--- src/rtl/isp_tap_select.sv ---
// ISP output stage: frame-aligned selection of one pipeline tap (or an
// internal colour-bar pattern) onto the registered display outputs.
module isp_tap_select #(
   parameter int DATA_W     = 8,
   parameter int N_TAPS     = 5,
   parameter int MODE_W     = 4,
   parameter int source_h   = 1024,
   parameter int source_v   = 1024,
   parameter int BAR_W      = source_h / 8,
   parameter int RESET_MODE = 0
) (
   input  logic                     clk,
   input  logic                     reset_n,
   input  logic [N_TAPS-1:0]        tap_vsync,
   input  logic [N_TAPS-1:0]        tap_hsync,
   input  logic [N_TAPS-1:0]        tap_den,
   input  logic [N_TAPS*DATA_W-1:0] tap_R,
   input  logic [N_TAPS*DATA_W-1:0] tap_G,
   input  logic [N_TAPS*DATA_W-1:0] tap_B,
   input  logic [MODE_W-1:0]        isp_disp_mode,
   output logic                     out_clk,
   output logic                     out_vsync,
   output logic                     out_hsync,
   output logic                     out_den,
   output logic [DATA_W-1:0]        out_data_R,
   output logic [DATA_W-1:0]        out_data_G,
   output logic [DATA_W-1:0]        out_data_B,
   output logic [MODE_W-1:0]        active_mode,
   output logic                     switch_pending
);

   localparam logic [0:0] ST_RUN  = 1'b0;
   localparam logic [0:0] ST_WAIT = 1'b1;

   localparam int SW   = $clog2(N_TAPS + 1);
   localparam int HC_W = (source_h > 1) ? $clog2(source_h) : 1;
   // degenerate geometry falls back to 1-pixel bars
   localparam int BAR_DIV = (BAR_W < 1 || source_v < 1) ? 1 : BAR_W;

   typedef struct packed {
      logic              vs;
      logic              hs;
      logic              de;
      logic [DATA_W-1:0] r;
      logic [DATA_W-1:0] g;
      logic [DATA_W-1:0] b;
   } px_t;

   logic [0:0]        state_q, state_d;
   logic [MODE_W-1:0] active_q, active_d;
   logic [MODE_W-1:0] tgt_q, tgt_d;
   logic [MODE_W-1:0] req_q, req_d;
   logic [N_TAPS-1:0] vs_hist_q, vs_hist_d;
   logic [HC_W-1:0]   h_cnt_q, h_cnt_d;
   px_t               out_q, out_d;

   px_t               src_bus [N_TAPS+1];
   px_t               pat_px;
   logic [N_TAPS:0]   rise_ext;
   logic [31:0]       bar_raw;
   logic [2:0]        bar;
   logic              pending;

   // modes past the last tap map onto the pattern slot
   function automatic logic [SW-1:0] slot(input logic [MODE_W-1:0] m);
      if (int'(m) < N_TAPS) return SW'(m);
      return SW'(N_TAPS);
   endfunction

   // the pattern slot borrows tap 0 frame timing
   assign rise_ext = {tap_vsync[0] & ~vs_hist_q[0],
                      tap_vsync & ~vs_hist_q};
   assign pending  = (req_q != active_q);

   // colour-bar generator driven by the tap 0 pixel counter
   always_comb begin
      h_cnt_d = '0;
      if (tap_den[0]) begin
         if (h_cnt_q == HC_W'(source_h - 1)) h_cnt_d = h_cnt_q;
         else                               h_cnt_d = h_cnt_q + 1'b1;
      end
      bar_raw = 32'(h_cnt_q) / 32'(BAR_DIV);
      bar     = (bar_raw > 32'd7) ? 3'd7 : bar_raw[2:0];
      pat_px    = '0;
      pat_px.vs = tap_vsync[0];
      pat_px.hs = tap_hsync[0];
      pat_px.de = tap_den[0];
      if (tap_den[0]) begin
         pat_px.r = bar[1] ? '0 : '1;
         pat_px.g = bar[2] ? '0 : '1;
         pat_px.b = bar[0] ? '0 : '1;
      end
   end

   // unpack every tap plus the pattern into one indexable source list
   always_comb begin
      for (int k = 0; k < N_TAPS; k++) begin
         src_bus[k].vs = tap_vsync[k];
         src_bus[k].hs = tap_hsync[k];
         src_bus[k].de = tap_den[k];
         src_bus[k].r  = tap_R[k*DATA_W +: DATA_W];
         src_bus[k].g  = tap_G[k*DATA_W +: DATA_W];
         src_bus[k].b  = tap_B[k*DATA_W +: DATA_W];
      end
      src_bus[N_TAPS] = pat_px;
   end

   // frame-boundary switch FSM and next output word
   always_comb begin
      state_d   = state_q;
      active_d  = active_q;
      tgt_d     = tgt_q;
      req_d     = isp_disp_mode;
      vs_hist_d = tap_vsync;
      out_d     = '0;
      case (state_q)
         ST_RUN: begin
            out_d = src_bus[slot(active_q)];
            if (pending && rise_ext[slot(active_q)]) begin
               tgt_d = req_q;
               if (rise_ext[slot(req_q)]) begin
                  active_d = req_q;
                  out_d    = src_bus[slot(req_q)];
               end else begin
                  state_d = ST_WAIT;
                  out_d   = '0;
               end
            end
         end
         ST_WAIT: begin
            if (rise_ext[slot(tgt_q)]) begin
               active_d = tgt_q;
               state_d  = ST_RUN;
               out_d    = src_bus[slot(tgt_q)];
            end
         end
         default: state_d = ST_RUN;
      endcase
   end

   // state and output registers
   always_ff @(posedge clk or negedge reset_n) begin
      if (!reset_n) begin
         state_q   <= ST_RUN;
         active_q  <= MODE_W'(RESET_MODE);
         tgt_q     <= MODE_W'(RESET_MODE);
         req_q     <= MODE_W'(RESET_MODE);
         vs_hist_q <= '0;
         h_cnt_q   <= '0;
         out_q     <= '0;
      end else begin
         state_q   <= state_d;
         active_q  <= active_d;
         tgt_q     <= tgt_d;
         req_q     <= req_d;
         vs_hist_q <= vs_hist_d;
         h_cnt_q   <= h_cnt_d;
         out_q     <= out_d;
      end
   end

   assign out_clk        = clk;
   assign out_vsync      = out_q.vs;
   assign out_hsync      = out_q.hs;
   assign out_den        = out_q.de;
   assign out_data_R     = out_q.r;
   assign out_data_G     = out_q.g;
   assign out_data_B     = out_q.b;
   assign active_mode    = active_q;
   assign switch_pending = pending;

endmodule

--- config.mk ---
export PLATFORM = sky130hd
export DESIGN_NAME = isp_tap_select
export DESIGN_NICKNAME = d
export VERILOG_FILES = /design/src/rtl/isp_tap_select.sv
export SDC_FILE = /design/constraint.sdc
export NUM_CORES = 1
export LEC_CHECK = 0
export ABC_AREA = 1
export BUFFER_PORTS_ARGS = -buffer_cell sky130_fd_sc_hd__buf_2
export CORE_MARGIN = 1
export CORE_UTILIZATION = 25
export DETAILED_ROUTE_END_ITERATION = 8
export GPL_ROUTABILITY_DRIVEN = 1
export PLACE_DENSITY = 0.55
export SKIP_LAST_GASP = 1
export SYNTH_ARGS = -nofsm -noshare
export SYNTH_HDL_FRONTEND = slang
export SYNTH_SLANG_ARGS = --single-unit
--- constraint.sdc ---
create_clock -name clk -period 4.4 [get_ports clk]
set_input_delay 0.22 -clock clk [delete_from_list [all_inputs] [get_ports clk]]
set_output_delay 0.22 -clock clk [all_outputs]
set_load 0.005 [all_outputs]
==> out/results.ini <==
[floorplan]
die_h_um=172.0
die-area_um2=29600
fp.dieW_um=172.0
design.core.area_um2=28090
pin_count=174
rows=61
start_util_pct=25.74

[synthesis]
synth_ff_type=dfrtp_1
synth.avg_cell_area_um2=5.334
ys_seq_area_share_pct=19.04
syn-num-nets=1497
async_reset_ff_share_pct=100.0
syn-cell-area_um2=7228
yosys_warnings=0
synth_area_leaders=nand3_1 28%, nand2_1 23%, dfrtp_1 19%
synth.distinct_cells=30
ys_seq_elements=55
synth_top_area_cell=nand3_1
synthCells=1355
synth_edf_count=0
synth_common_cells=447 x nand2_1, 408 x nand3_1, 130 x inv_1
synth_top_area_share_pct=28.25
yosysMostFrequentCell=nand2_1

[global_route]
grtUsageTotal_pct=21.79
grt_antenna_before_repair=3
grt_pass1_wl_um=49450
grt_pass1_vias=9004
grt_max_degree=87
gr-total-overflow=0

[drt]
route.met2.wl_um=15000
met1_length_um=13130
route.top_layer_used=met5
drc_errors=0
routedWlPerCell_um=17.26
firstDrtPassIters=5
ant_nets=0
wl_met3_um=2860
vias=9515
vias_per_cell=5.157
finalWirelength_um=31840
drt_iter0_markers=996

[timing]
finalClockSkew_ns=0.007778
finalCritPeriodShare_pct=70.52
worstMarginPinSlew_ns=1.054
fmax_mhz=322.3
setup_tns_ns=0
drv_slew=0
max_slew_margin_pct=29.32
setup_viol_count_final=0
finalCriticalPeriod_ns=3.103
rsz0062_at_grt=no
finalHoldViolations=0

[layout]
area_growth_pct=19.32
fin_area_um2=8625
seq_area_um2=1380
nets=1606
fill_cells=3322
utilization_pct=30.71
multiInputGateArea_um2=4905
drive_gt1_share_pct=15.63

[clock_tree]
tritoncts=done
post_cts_resized=0
clock_latency_ns=0.43
clk_pin_slew_worst_paths_ns=0.09
cts_setup_buffers=0

[setup_path]
start_kind=flip-flop
cp_slowest_cell=clkinv_1
path_delay_family=simple AND/OR/NAND/NOR gates
max_stage_delay_ns=0.82
cp-end-kind=flip-flop
cp.required_ns=4.71
path_class=reg -> reg
crit_buf_inv=2
arrival_ns=3.41
crit_path_cell_trace=buf_4 -> nand2_2 -> nand2_1 -> nand3_1 -> nand3_1 -> nand2_1 -> clkinv_1 -> nand2_1 -> nand3_1
worstPathMaxFanout=43

[placement]
place_hpwl_um=21190
numPortBuffers=173
postPlaceCellArea_um2=8288
place_congestion=0.8336

[power_and_ir_drop]
finalPower_mw=5.235
peakVddDrop_v=0.0003735
power.leakage_nw=4.812
power_density_nw_per_um2=607.0

[job]
drv_cap=0

[worst_hold_path]
hold_class=in -> reg

[outcome]
status=complete, no violations

## repair_timing
item                                    4_1_cts  5_1_grt
endpoints found under the setup margin        0        0
endpoints found under the hold margin        38        0
hold buffers                                 10        0
## metrics by stage
step	worst slack [ns]	cells	hold slack, ns
5_1_grt	1.053	1845	0.1510
2_1_floorplan	1.869	1355	-0.07559
4_1_cts	1.280	1843	0.1349
3_3_place_gp	1.348	1822	0.3029
6_report	1.297	1845	0.1419
3_5_place_dp	1.319	1822	0.3029
## registers in the layout, summed over array words and instances (netlist names)
name / flops
out_data_R: 8
out_hsync: 1
state_q: 1
active_mode: 4
out_den: 1
req_q: 4
out_data_G: 8
tgt_q: 4
h_cnt_q: 10
out_data_B: 8
out_vsync: 1
vs_hist_q: 5
## final timing paths
check	startpoint	to	slack (ns)	cells past startpoint
min	tap_den[0]	h_cnt_q[1]	0.14	3
max	tgt_q[1]	out_hsync	1.30	9
min in group asynchronous	reset_n	h_cnt_q[2]	0.48	3
min reg2reg	h_cnt_q[7]	h_cnt_q[7]	0.51	1
max reg2reg	tgt_q[1]	out_hsync	1.30	9
max in group asynchronous	reset_n	req_q[1]	3.34	3
## layout make-up
cell class              instances  area share [%]
multi-input cells            1060           56.87
flip-flops and latches         55           16.00
repair buffers                203           12.97
inverters                     135           5.876
well taps                     378           5.484
clock buffers                   9           2.379
clock inverters                 3          0.3627
diodes                          2         0.05803
## per-layer routing
layer | global-route usage, % | vias up
li1 | - | 4632
met1 | 28.19 | 4323
met2 | 35.41 | 503
met3 | 3.868 | 55
met4 | 9.311 | 2
met5 | 0 | -
## power by group
group          switching [mW]  internal, mW
clock                   0.263         0.344
sequential              0.182         0.680
combinational            2.60          1.17
total                    3.04          2.19
## placed cells by master (no fill, tap or decap)
cell type / synthesis / final
a21oi_1: 15 / 15
a21oi_2: 2 / 2
a31oi_1: 3 / 3
buf_2: 38 / 173
buf_4: 5 / 21
clkbuf_16: 0 / 8
clkinv_1: 1 / 1
clkinv_4: 0 / 1
dfrtp_1: 55 / 52
dfrtp_2: 0 / 3
diode_2: 0 / 2
dlygate4sd3_1: 0 / 10
ha_1: 1 / 1
inv_1: 130 / 129
inv_2: 4 / 5
inv_8: 0 / 2
mux2i_1: 23 / 23
nand2_1: 447 / 441
nand2_2: 1 / 7
nand3_1: 408 / 408
nand3b_1: 2 / 2
nand4_1: 2 / 2
nor2_1: 43 / 42
nor2_2: 3 / 2
nor2_4: 1 / 3
nor3_1: 3 / 3
nor3b_1: 1 / 1
o211ai_1: 6 / 6
o21a_1: 1 / 1
o21ai_0: 93 / 93
o31ai_1: 1 / 1
or2_2: 2 / 2
xor2_1: 2 / 2
## cells by family (layout without fill, tap and decap cells)
logic type | Yosys count | after routing | share of synthesized area, %
adders and majority gates | 1 | 1 | 0.1731
muxes | 23 | 23 | 3.185
other | 0 | 2 | 0
xor gates and xnor gates | 2 | 2 | 0.2424
DFF | 55 | 55 | 19.04
AOI/OAI and AO/OA | 121 | 121 | 8.811
buffers and inverters | 240 | 350 | 13.48
and+or+nand+nor | 913 | 913 | 55.06
## worst min-delay path: cells and delay by family
family                 cells  cell delay, ns
AO/OA/AOI/OAI              1            0.10
AND/OR/NAND/NOR            1            0.04
buffers and inverters      1            0.18
Power figures use the tool's default switching activity.
